<file path="src/rtl/i2s_pkg.sv">
// Shared framing constants and frame-length helper for the stereo I2S transmitter.
package i2s_pkg;

  localparam int MODE_I2S = 0;
  localparam int MODE_LJ  = 1;

  function automatic int frame_len(input int slot_w);
    return 2 * slot_w;
  endfunction

endpackage

</file>
<file path="src/rtl/i2s_bclk_gen.sv">
// Bit-clock divider: bclk toggles every CLK_DIV clk while run_i is high, parked low otherwise.
// Ticks are combinational and coincide with the clk edge on which bclk changes.
module i2s_bclk_gen #(
  parameter int CLK_DIV = 4
) (
  input  logic clk_i,
  input  logic rst_i,
  input  logic run_i,
  output logic bclk_o,
  output logic rise_tick_o,
  output logic fall_tick_o
);

  localparam int CW = (CLK_DIV > 1) ? $clog2(CLK_DIV) : 1;
  localparam logic [CW-1:0] TC = CW'(CLK_DIV - 1);

  logic [CW-1:0] cnt_q, cnt_d;
  logic          bclk_q, bclk_d;
  logic          tc;

  assign tc          = run_i && (cnt_q == TC);
  assign rise_tick_o = tc && !bclk_q;
  assign fall_tick_o = tc && bclk_q;
  assign bclk_o      = bclk_q;

  always_comb begin
    cnt_d  = cnt_q;
    bclk_d = bclk_q;
    if (!run_i) begin
      cnt_d  = '0;
      bclk_d = 1'b0;
    end else if (tc) begin
      cnt_d  = '0;
      bclk_d = ~bclk_q;
    end else begin
      cnt_d = cnt_q + CW'(1);
    end
  end

  always_ff @(posedge clk_i or posedge rst_i) begin
    if (rst_i) begin
      cnt_q  <= '0;
      bclk_q <= 1'b0;
    end else begin
      cnt_q  <= cnt_d;
      bclk_q <= bclk_d;
    end
  end

endmodule

</file>
<file path="src/rtl/i2s_tx_stereo.sv">
// Stereo I2S / left-justified serialiser with a one-deep sample holding register.
// A held pair reaches dataout at the next frame boundary; sample_ready is low while the holder is full.
module i2s_tx_stereo
  import i2s_pkg::*;
#(
  parameter int DATA_W  = 16,
  parameter int SLOT_W  = 16,
  parameter int CLK_DIV = 4,
  parameter int MODE    = 0
) (
  input  logic              clk,
  input  logic              reset,
  input  logic              enable,
  input  logic [DATA_W-1:0] left_data,
  input  logic [DATA_W-1:0] right_data,
  input  logic              sample_valid,
  output logic              sample_ready,
  output logic              bclk,
  output logic              lrclk,
  output logic              dataout,
  output logic              done,
  output logic              underrun
);

  localparam int FL = frame_len(SLOT_W);
  localparam int BW = $clog2(FL);
  localparam logic [BW-1:0] LAST_BIT     = BW'(FL - 1);
  localparam logic [BW-1:0] PRE_LAST_BIT = BW'(FL - 2);
  localparam logic [BW-1:0] SLOT_BIT     = BW'(SLOT_W);
  localparam logic [BW-1:0] PRE_SLOT_BIT = BW'(SLOT_W - 1);

  localparam logic [0:0] ST_IDLE = 1'b0;
  localparam logic [0:0] ST_RUN  = 1'b1;

  logic [0:0]          state_q, state_d;
  logic [BW-1:0]       bit_q, bit_d;
  logic [FL-1:0]       sh_q, sh_d, frame_word;
  logic [2*DATA_W-1:0] hold_q, hold_d;
  logic                full_q, full_d;
  logic                lr_q, lr_d;
  logic                done_q, done_d;
  logic                und_q, und_d;
  logic                fall_tick, rise_tick_unused, bclk_w;
  logic                take, load;

  i2s_bclk_gen #(.CLK_DIV(CLK_DIV)) u_bclk_gen (
    .clk_i       (clk),
    .rst_i       (reset),
    .run_i       (state_q == ST_RUN),
    .bclk_o      (bclk_w),
    .rise_tick_o (rise_tick_unused),
    .fall_tick_o (fall_tick)
  );

  assign take = sample_valid && !full_q;

  // Each channel occupies the top DATA_W bits of its slot; the tail is zero.
  always_comb begin
    frame_word = '0;
    frame_word[FL-1 -: DATA_W]     = hold_q[2*DATA_W-1 -: DATA_W];
    frame_word[SLOT_W-1 -: DATA_W] = hold_q[DATA_W-1:0];
  end

  always_comb begin
    state_d = state_q;
    bit_d   = bit_q;
    sh_d    = sh_q;
    hold_d  = hold_q;
    full_d  = full_q;
    done_d  = 1'b0;
    und_d   = 1'b0;
    load    = 1'b0;
    lr_d    = 1'b0;

    if (state_q == ST_IDLE) begin
      if (enable) begin
        state_d = ST_RUN;
        bit_d   = '0;
        load    = 1'b1;
      end
    end else if (fall_tick) begin
      if (bit_q == LAST_BIT) begin
        done_d = 1'b1;
        bit_d  = '0;
        if (enable) begin
          load = 1'b1;
        end else begin
          state_d = ST_IDLE;
          sh_d    = '0;
        end
      end else begin
        bit_d = bit_q + BW'(1);
        sh_d  = sh_q << 1;
      end
    end

    // The frame takes the old pair; a same-cycle transfer refills the holder.
    if (load) begin
      sh_d   = full_q ? frame_word : '0;
      und_d  = !full_q;
      full_d = 1'b0;
    end
    if (take) begin
      hold_d = {left_data, right_data};
      full_d = 1'b1;
    end

    // I2S moves the channel edge one bit ahead of the slot it announces.
    if (state_d == ST_RUN) begin
      if (MODE == MODE_LJ) lr_d = (bit_d >= SLOT_BIT);
      else                 lr_d = (bit_d >= PRE_SLOT_BIT) && (bit_d <= PRE_LAST_BIT);
    end
  end

  always_ff @(posedge clk or posedge reset) begin
    if (reset) begin
      state_q <= ST_IDLE;
      bit_q   <= '0;
      sh_q    <= '0;
      hold_q  <= '0;
      full_q  <= 1'b0;
      lr_q    <= 1'b0;
      done_q  <= 1'b0;
      und_q   <= 1'b0;
    end else begin
      state_q <= state_d;
      bit_q   <= bit_d;
      sh_q    <= sh_d;
      hold_q  <= hold_d;
      full_q  <= full_d;
      lr_q    <= lr_d;
      done_q  <= done_d;
      und_q   <= und_d;
    end
  end

  assign sample_ready = ~full_q;
  assign bclk         = bclk_w;
  assign lrclk        = lr_q;
  assign dataout      = sh_q[FL-1];
  assign done         = done_q;
  assign underrun     = und_q;

endmodule

</file>
<file path="config.mk">
export PLATFORM = sky130hd
export DESIGN_NAME = i2s_tx_stereo
export DESIGN_NICKNAME = d
export VERILOG_FILES = /design/src/rtl/i2s_pkg.sv /design/src/rtl/i2s_bclk_gen.sv /design/src/rtl/i2s_tx_stereo.sv
export SDC_FILE = /design/constraint.sdc
export NUM_CORES = 1
export LEC_CHECK = 0
export ABC_AREA = 1
export BUFFER_PORTS_ARGS = -buffer_cell sky130_fd_sc_hd__buf_4
export CAP_MARGIN = 0
export CORE_ASPECT_RATIO = 0.9
export CORE_MARGIN = 2
export CORE_UTILIZATION = 45
export CTS_CLUSTER_DIAMETER = 100
export DETAILED_ROUTE_END_ITERATION = 16
export GPL_TIMING_DRIVEN = 0
export SETUP_SLACK_MARGIN = 0.05
export SLEW_MARGIN = 20
export SYNTH_ARGS = -nofsm -noshare
export SYNTH_HDL_FRONTEND = slang
export SYNTH_SLANG_ARGS = --single-unit
</file>
<file path="constraint.sdc">
create_clock -name clk -period 7.5 [get_ports clk]
set_clock_uncertainty 0.15 [all_clocks]
set_input_delay 1.125 -clock clk [delete_from_list [all_inputs] [get_ports clk]]
set_output_delay 1.125 -clock clk [all_outputs]
set_load 0.01 [all_outputs]
</file>
## Word-level counts from Yosys, hierarchy flattened

Index checks and enable logic that the tools add are counted.

| word-level totals | value |
|---|---|
| register bits | 77 |
| input port bits | 36 |
| output and inout bits | 6 |
| logic and storage cells | 57 |

| cells by class | value |
|---|---|
| add/sub/neg operators | 2 |
| magnitude comparators | 2 |
| equal/unequal tests | 4 |
| multiplexer cells | 28 |
| bitwise operators | 2 |
| reductions and logical operators | 9 |

Operators by type and width:

| kind | number |
|---|---|
| two-way mux 32 bit | 6 |
| two-way mux 5 bit | 4 |
| two-way mux 1 bit | 16 |
| nonzero test 2 bit | 3 |
| adder 5 x 1 -> 5 bit, second input constant | 1 |
| equality test 5 bit, second input constant | 1 |
| greater-or-equal comparator 5 x 4 -> 1 bit, second input constant | 1 |
| <= comparator 5 bit, second input constant | 1 |
| logical AND 1 bit | 4 |
| two-way mux 2 bit | 2 |
| != test 3 bit, second input constant | 1 |
| AND reduction 3 bit | 1 |
| adder 2 x 1 -> 2 bit, second input constant | 1 |
| equality test 2 bit, second input constant | 1 |
| != test 2 x 1 -> 1 bit, second input constant | 1 |
| NOT 1 bit | 2 |
| logical NOT 1 bit | 1 |

## Longest topological paths before layout

| logic depth | value |
|---|---|
| depth in word-level cells | 8 |
| mapped depth | 13 |
| depth with buffers taken out | 11 |

## Modules after synthesis

Synthesis repeated with hierarchy kept, for this count alone.

| second synthesis, totals | value |
|---|---|
| cell total of the unflattened synthesis | 404 |
| area, all modules | 3443.3 µm² |

By module, submodules not included:

| module | times used | cells each | area an instance (µm²) | sequential area each (µm²) |
|---|---|---|---|---|
| i2s_tx_stereo | 1 | 387 | 3304.4 | 1851.8 |
| i2s_bclk_gen | 1 | 17 | 138.9 | 75.1 |

## Worst setup path after synthesis

OpenSTA, ideal clock, no wires.

| timing path | value |
|---|---|
| kind | input to register |
| start point | input port enable |
| end point | register sh_q[22] |
| library setup time | 0.121 ns |
| arrival time | 1.981 ns |
| required time | 7.229 ns |
| path slack | 5.249 ns |
| stages | 9 |
| path buffers | 2 |
| cells stage by stage | nand2_1 -> o21ai_4 -> inv_2 -> nand2_2 -> buf_6 -> buf_6 -> o22ai_1 -> nand2_1 -> o21ai_1 |

| between the ends | value |
|---|---|
| word-level cells in the longest chain between the ends | 6 |
| elaborated cells on any way between the ends | 9 |
| those cells by class | eq/ne: 1; mux: 5; reduce/logical: 3 |

Ends and longest elaborated chain:

| item | line | RTL |
|---|---|---|
| start, declared | i2s_tx_stereo.sv:13 | `input logic enable,` |
| two-way mux 1 bit | i2s_tx_stereo.sv:76, i2s_tx_stereo.sv:85 |  |
| two-way mux 1 bit | i2s_tx_stereo.sv:82 | `if (bit_q == LAST_BIT) begin` |
| two-way mux 1 bit | i2s_tx_stereo.sv:81 | `end else if (fall_tick) begin` |
| two-way mux 1 bit | i2s_tx_stereo.sv:75 | `if (state_q == ST_IDLE) begin` |
| != test 3 bit (no line) / nonzero test 2 bit (equally long branches) | - |  |
| AND reduction 3 bit (no line) | - |  |
| end signal, assigned | i2s_tx_stereo.sv:119 | `sh_q <= '0;` |
| end signal, assigned | i2s_tx_stereo.sv:128 | `sh_q <= sh_d;` |
| end, declared | i2s_tx_stereo.sv:37 | `logic [FL-1:0] sh_q, sh_d, frame_word;` |

Several ways; a longest one is shown, not always the timed one.
A chain may end at the register's enable or synchronous reset.

## Worst setup path in the final report

| timing path | value |
|---|---|
| start point | register full_q |
| end point | output port sample_ready |

| between the ends | value |
|---|---|
| word-level cells in the longest chain between the ends | 1 |

Ends and longest elaborated chain:

| item | line | RTL |
|---|---|---|
| start, declared | i2s_tx_stereo.sv:39 | `logic full_q, full_d;` |
| start signal, assigned | i2s_tx_stereo.sv:130 | `full_q <= full_d;` |
| NOT 1 bit | i2s_tx_stereo.sv:137 | `assign sample_ready = ~full_q;` |
| end, declared | i2s_tx_stereo.sv:17 | `output logic sample_ready,` |

No other way between the ends.

==> flow_metrics.py <==
metrics = {
    "status": {
        "outcome": "completed",
    },
    "routing": {
        "drcViolationCount": 0,
        "drt-total-wl_um": 6920,
        "final_antenna_net_count": 0,
        "drt_iter0_drc": 106,
        "wl_per_cell_um": 13.0,
        "drt_pass1_iterations": 4,
        "vias": 2646,
        "via_per_inst": 4.97,
    },
    "clocking": {
        "clockBufferDepth": 2,
        "postCtsResizedCells": 0,
        "htreeDepth": 3,
        "path_clk_slew_ns": 0.07,
        "cts_sinks": 77,
        "numCtsBuffers": 9,
        "hold_buffers": 0,
        "cts_root_buf": "clkbuf_8",
        "clock_latency_ns": 0.35,
        "post_cts_buffers": 0,
        "cts_tree": "yes",
    },
    "yosys": {
        "synth_nets": 418,
        "synth_edf_count": 0,
        "synth-main-ff-cell": "dfrtp_1",
        "syn_inst": 378,
        "synth_async_sr_flop_share_pct": 100,
        "yosys.area.top_type": "dfrtp_1",
        "yosysMostFrequentCell": "dfrtp_1",
        "synth_top_area_share_pct": 55.3,
        "synth_area_leaders": "dfrtp_1, mux2_2, nand2_1",
        "synth_adder_area_share_pct": 1.44,
        "synth_warnings": 0,
        "ys_top_cells_by_count": "dfrtp_1, nand2_1, inv_1",
        "seq_area_frac_synth_pct": 55.3,
        "synth_compound_area_share_pct": 12.7,
        "synthSimpleGateAreaFrac_pct": 14.4,
        "synth_xor_area_share_pct": 0,
        "syn_area_um2": 3490,
        "synth_cell_type_count": 24,
        "synth_mux_area_share_pct": 7.10,
        "postSynthAreaPerCell_um2": 9.23,
        "synth_seq_cells": 77,
        "synth_top_family_by_area": "simple AND/OR/NAND/NOR gates",
    },
    "pwr": {
        "p_switching_uw": 493,
        "switching_share_pct": 33.7,
        "p_per_area_nw_per_um2": 353,
        "max-vdd-ir-drop_mv": 0.150,
        "p_leak_nw": 2.01,
        "p_clk_share_pct": 21.9,
        "p_int_uw": 970,
        "combPwrFrac_pct": 32.2,
        "seqPwrFrac_pct": 45.9,
    },
    "setup_path": {
        "cp_slowest_cell": "dfrtp_1",
        "r2r_end": "sh_q[11]$_DFFE_PP0P_",
        "r2r_cells": 10,
        "cp_num_buf_inv": 3,
        "crit_chain": "clkbuf_1 > inv_1 > buf_4",
        "critPathTopFamily": "buffers and inverters",
        "worst_setup_path_end_kind": "primary output",
        "max_stage_delay_ns": 0.33,
        "critPathArrivalTime_ns": 1.29,
        "cp-start-kind": "flip-flop",
        "crit_path_max_fanout": 7,
        "setup.worst_path.class": "flip-flop to primary output",
        "worstPathRequired_ns": 6.22,
        "r2r_slack_ns": 5.09,
        "r2r-start": "bit_q[0]$_DFF_PP0_",
    },
    "sta": {
        "finalCritPeriodShare_pct": 34.2,
        "final_hold_viol_count": 0,
        "worst_slack_ns": 4.94,
        "slew_headroom_pct": 67.0,
        "finalWorstPathRequiredPeriod_ns": 2.56,
        "rsz0062_at_grt": "no",
        "fmax_mhz": 390,
        "setup_tns_ns": 0,
        "final_max_slew_viol_count": 0,
        "finalSetupViolCount": 0,
        "worst_pin_slew_ns": 0.495,
    },
    "cells_and_area": {
        "n_antenna_cell": 0,
        "drive_gt1_share_pct": 23.2,
        "multi_input_area_um2": 1240,
        "fillers": 699,
        "fin_area_um2": 4140,
        "final_nets": 471,
        "area_delta_synth_final_pct": 18.7,
        "seqCellArea_um2": 1930,
    },
    "grt": {
        "grt_max_degree": 42,
        "overflow": 0,
        "grt_use_total_pct": 18.1,
        "antenna_found_initial": 0,
        "grt_pass1_wl_um": 12200,
        "grt_pass1_vias": 2671,
    },
    "min_path": {
        "hold_class": "flip-flop to flip-flop",
        "whs_path_depth": 1,
        "hp-start": "u_bclk_gen.cnt_q[0]$_DFF_PP0_",
        "min_to": "u_bclk_gen.cnt_q[0]$_DFF_PP0_",
    },
    "flow_run": {
        "maxCapViolCount": 0,
    },
    "place": {
        "numPortBuffers": 41,
        "gp_congestion": 0.827,
        "preCtsSetupSlack_ns": 4.85,
        "place_area_um2": 3940,
        "dp_hpwl_um": 4880,
    },
    "floorplan": {
        "start_util_pct": 46.2,
        "ioPinCount": 42,
        "rows": 30,
        "die-area_um2": 8470,
        "core_region_area_um2": 7540,
        "die_w_um": 96.8,
        "fp.dieH_um": 87.5,
    },
}
## metal layers
metal	wire length [um]	global-route usage (%)	vias to the layer above
met2	3140	28.5	41
met4	104	6.53	0
met1	3410	24.3	1267
li1	-	-	1328
met5	0	0	-
met3	262	4.98	10
## layout by cell type (no fill, tap or decap)
master / n
mux2_2: 22
buf_4: 42
nand2_2: 2
nand4_1: 2
inv_4: 1
clkbuf_1: 7
bufinv_16: 1
clkinv_2: 1
clkbuf_8: 11
inv_2: 2
clkinv_4: 1
dfrtp_1: 77
buf_2: 10
nor2_1: 19
or2_2: 1
o21ai_4: 1
a31oi_1: 2
nand2_1: 64
buf_12: 1
nand3_1: 30
buf_6: 2
ha_1: 4
inv_1: 54
a21oi_1: 12
o21ai_1: 13
o22ai_1: 9
clkbuf_2: 1
o21ai_0: 42
nand3_2: 1
o31ai_4: 1
## power by group through the flow
stage                     Clock (mW)  Sequential (mW)  Combinational (mW)
after floorplan                    0            0.661               0.357
after global placement             0            0.678               0.458
after detailed placement           0            0.681               0.476
after CTS                      0.333            0.673               0.477
after global routing           0.350            0.690               0.548
final                          0.320            0.672               0.471
## cell families (layout without fill, tap and decap cells)
| family | Yosys count | count (layout) |
|---|---|---|
| flip-flops | 77 | 77 |
| buffers and inverters | 76 | 134 |
| adder cells (fa/ha/maj) | 4 | 4 |
| AND/OR/NAND/NOR | 119 | 119 |
| AO/OA/AOI/OAI | 80 | 80 |
| multiplexers | 22 | 22 |
## metrics by stage
| stage | instances | util (%) | hold slack (ns) | total power, mW |
|---|---|---|---|---|
| after detailed placement | 516 | 52.2 | 0.272 | 1.16 |
| final | 532 | 54.9 | 0.292 | 1.46 |
| after floorplan | 378 | - | 0.256 | 1.02 |
| after global routing | 532 | 54.9 | 0.303 | 1.59 |
| after global placement | 515 | 51.9 | 0.275 | 1.14 |
| after CTS | 532 | 54.9 | 0.290 | 1.48 |
## registers in the layout, indices dropped and copies added, names as in the netlist
signal	flops
frame_word	32
sh_q	32
bit_q	5
u_bclk_gen.cnt_q	2
done	1
full_q	1
lrclk	1
state_q	1
u_bclk_gen.bclk_o	1
underrun	1
## worst max path at each step
stage	start	to	slack (ns)	depth (start not counted)
2_1_floorplan	reset	bit_q[0]$_DFF_PP0_	4.26	1
3_3_place_gp	reset	u_bclk_gen.bclk_o$_DFFE_PP0P_	3.26	2
3_5_place_dp	enable	sh_q[11]$_DFFE_PP0P_	4.85	7
4_1_cts	full_q$_DFFE_PP0P_	sample_ready	4.89	3
5_1_grt	bit_q[0]$_DFF_PP0_	sh_q[9]$_DFFE_PP0P_	4.82	10
6_report	full_q$_DFFE_PP0P_	sample_ready	4.94	3
## worst reg2reg max path, cell delays in order (launching register included)
cell and delay [ns]:
dfrtp_1 0.40, ha_1 0.19, nand2_1 0.07, nor2_1 0.15, ha_1 0.21, nand2_1 0.10
o21ai_4 0.32, o31ai_4 0.12, inv_2 0.10, clkbuf_1 0.34, o21ai_0 0.15
## cell type report
cell class,count,share of cell area [%]
Clock buffer,13,3.84
Clock inverter,3,1.06
Tap cell,96,2.90
Multi-Input combinational cell,225,30.0
Sequential cell,77,46.5
Buffer,19,2.51
Timing Repair Buffer,42,7.92
Inverter,57,5.23
No activity file was read; power rests on OpenSTA's default activity.
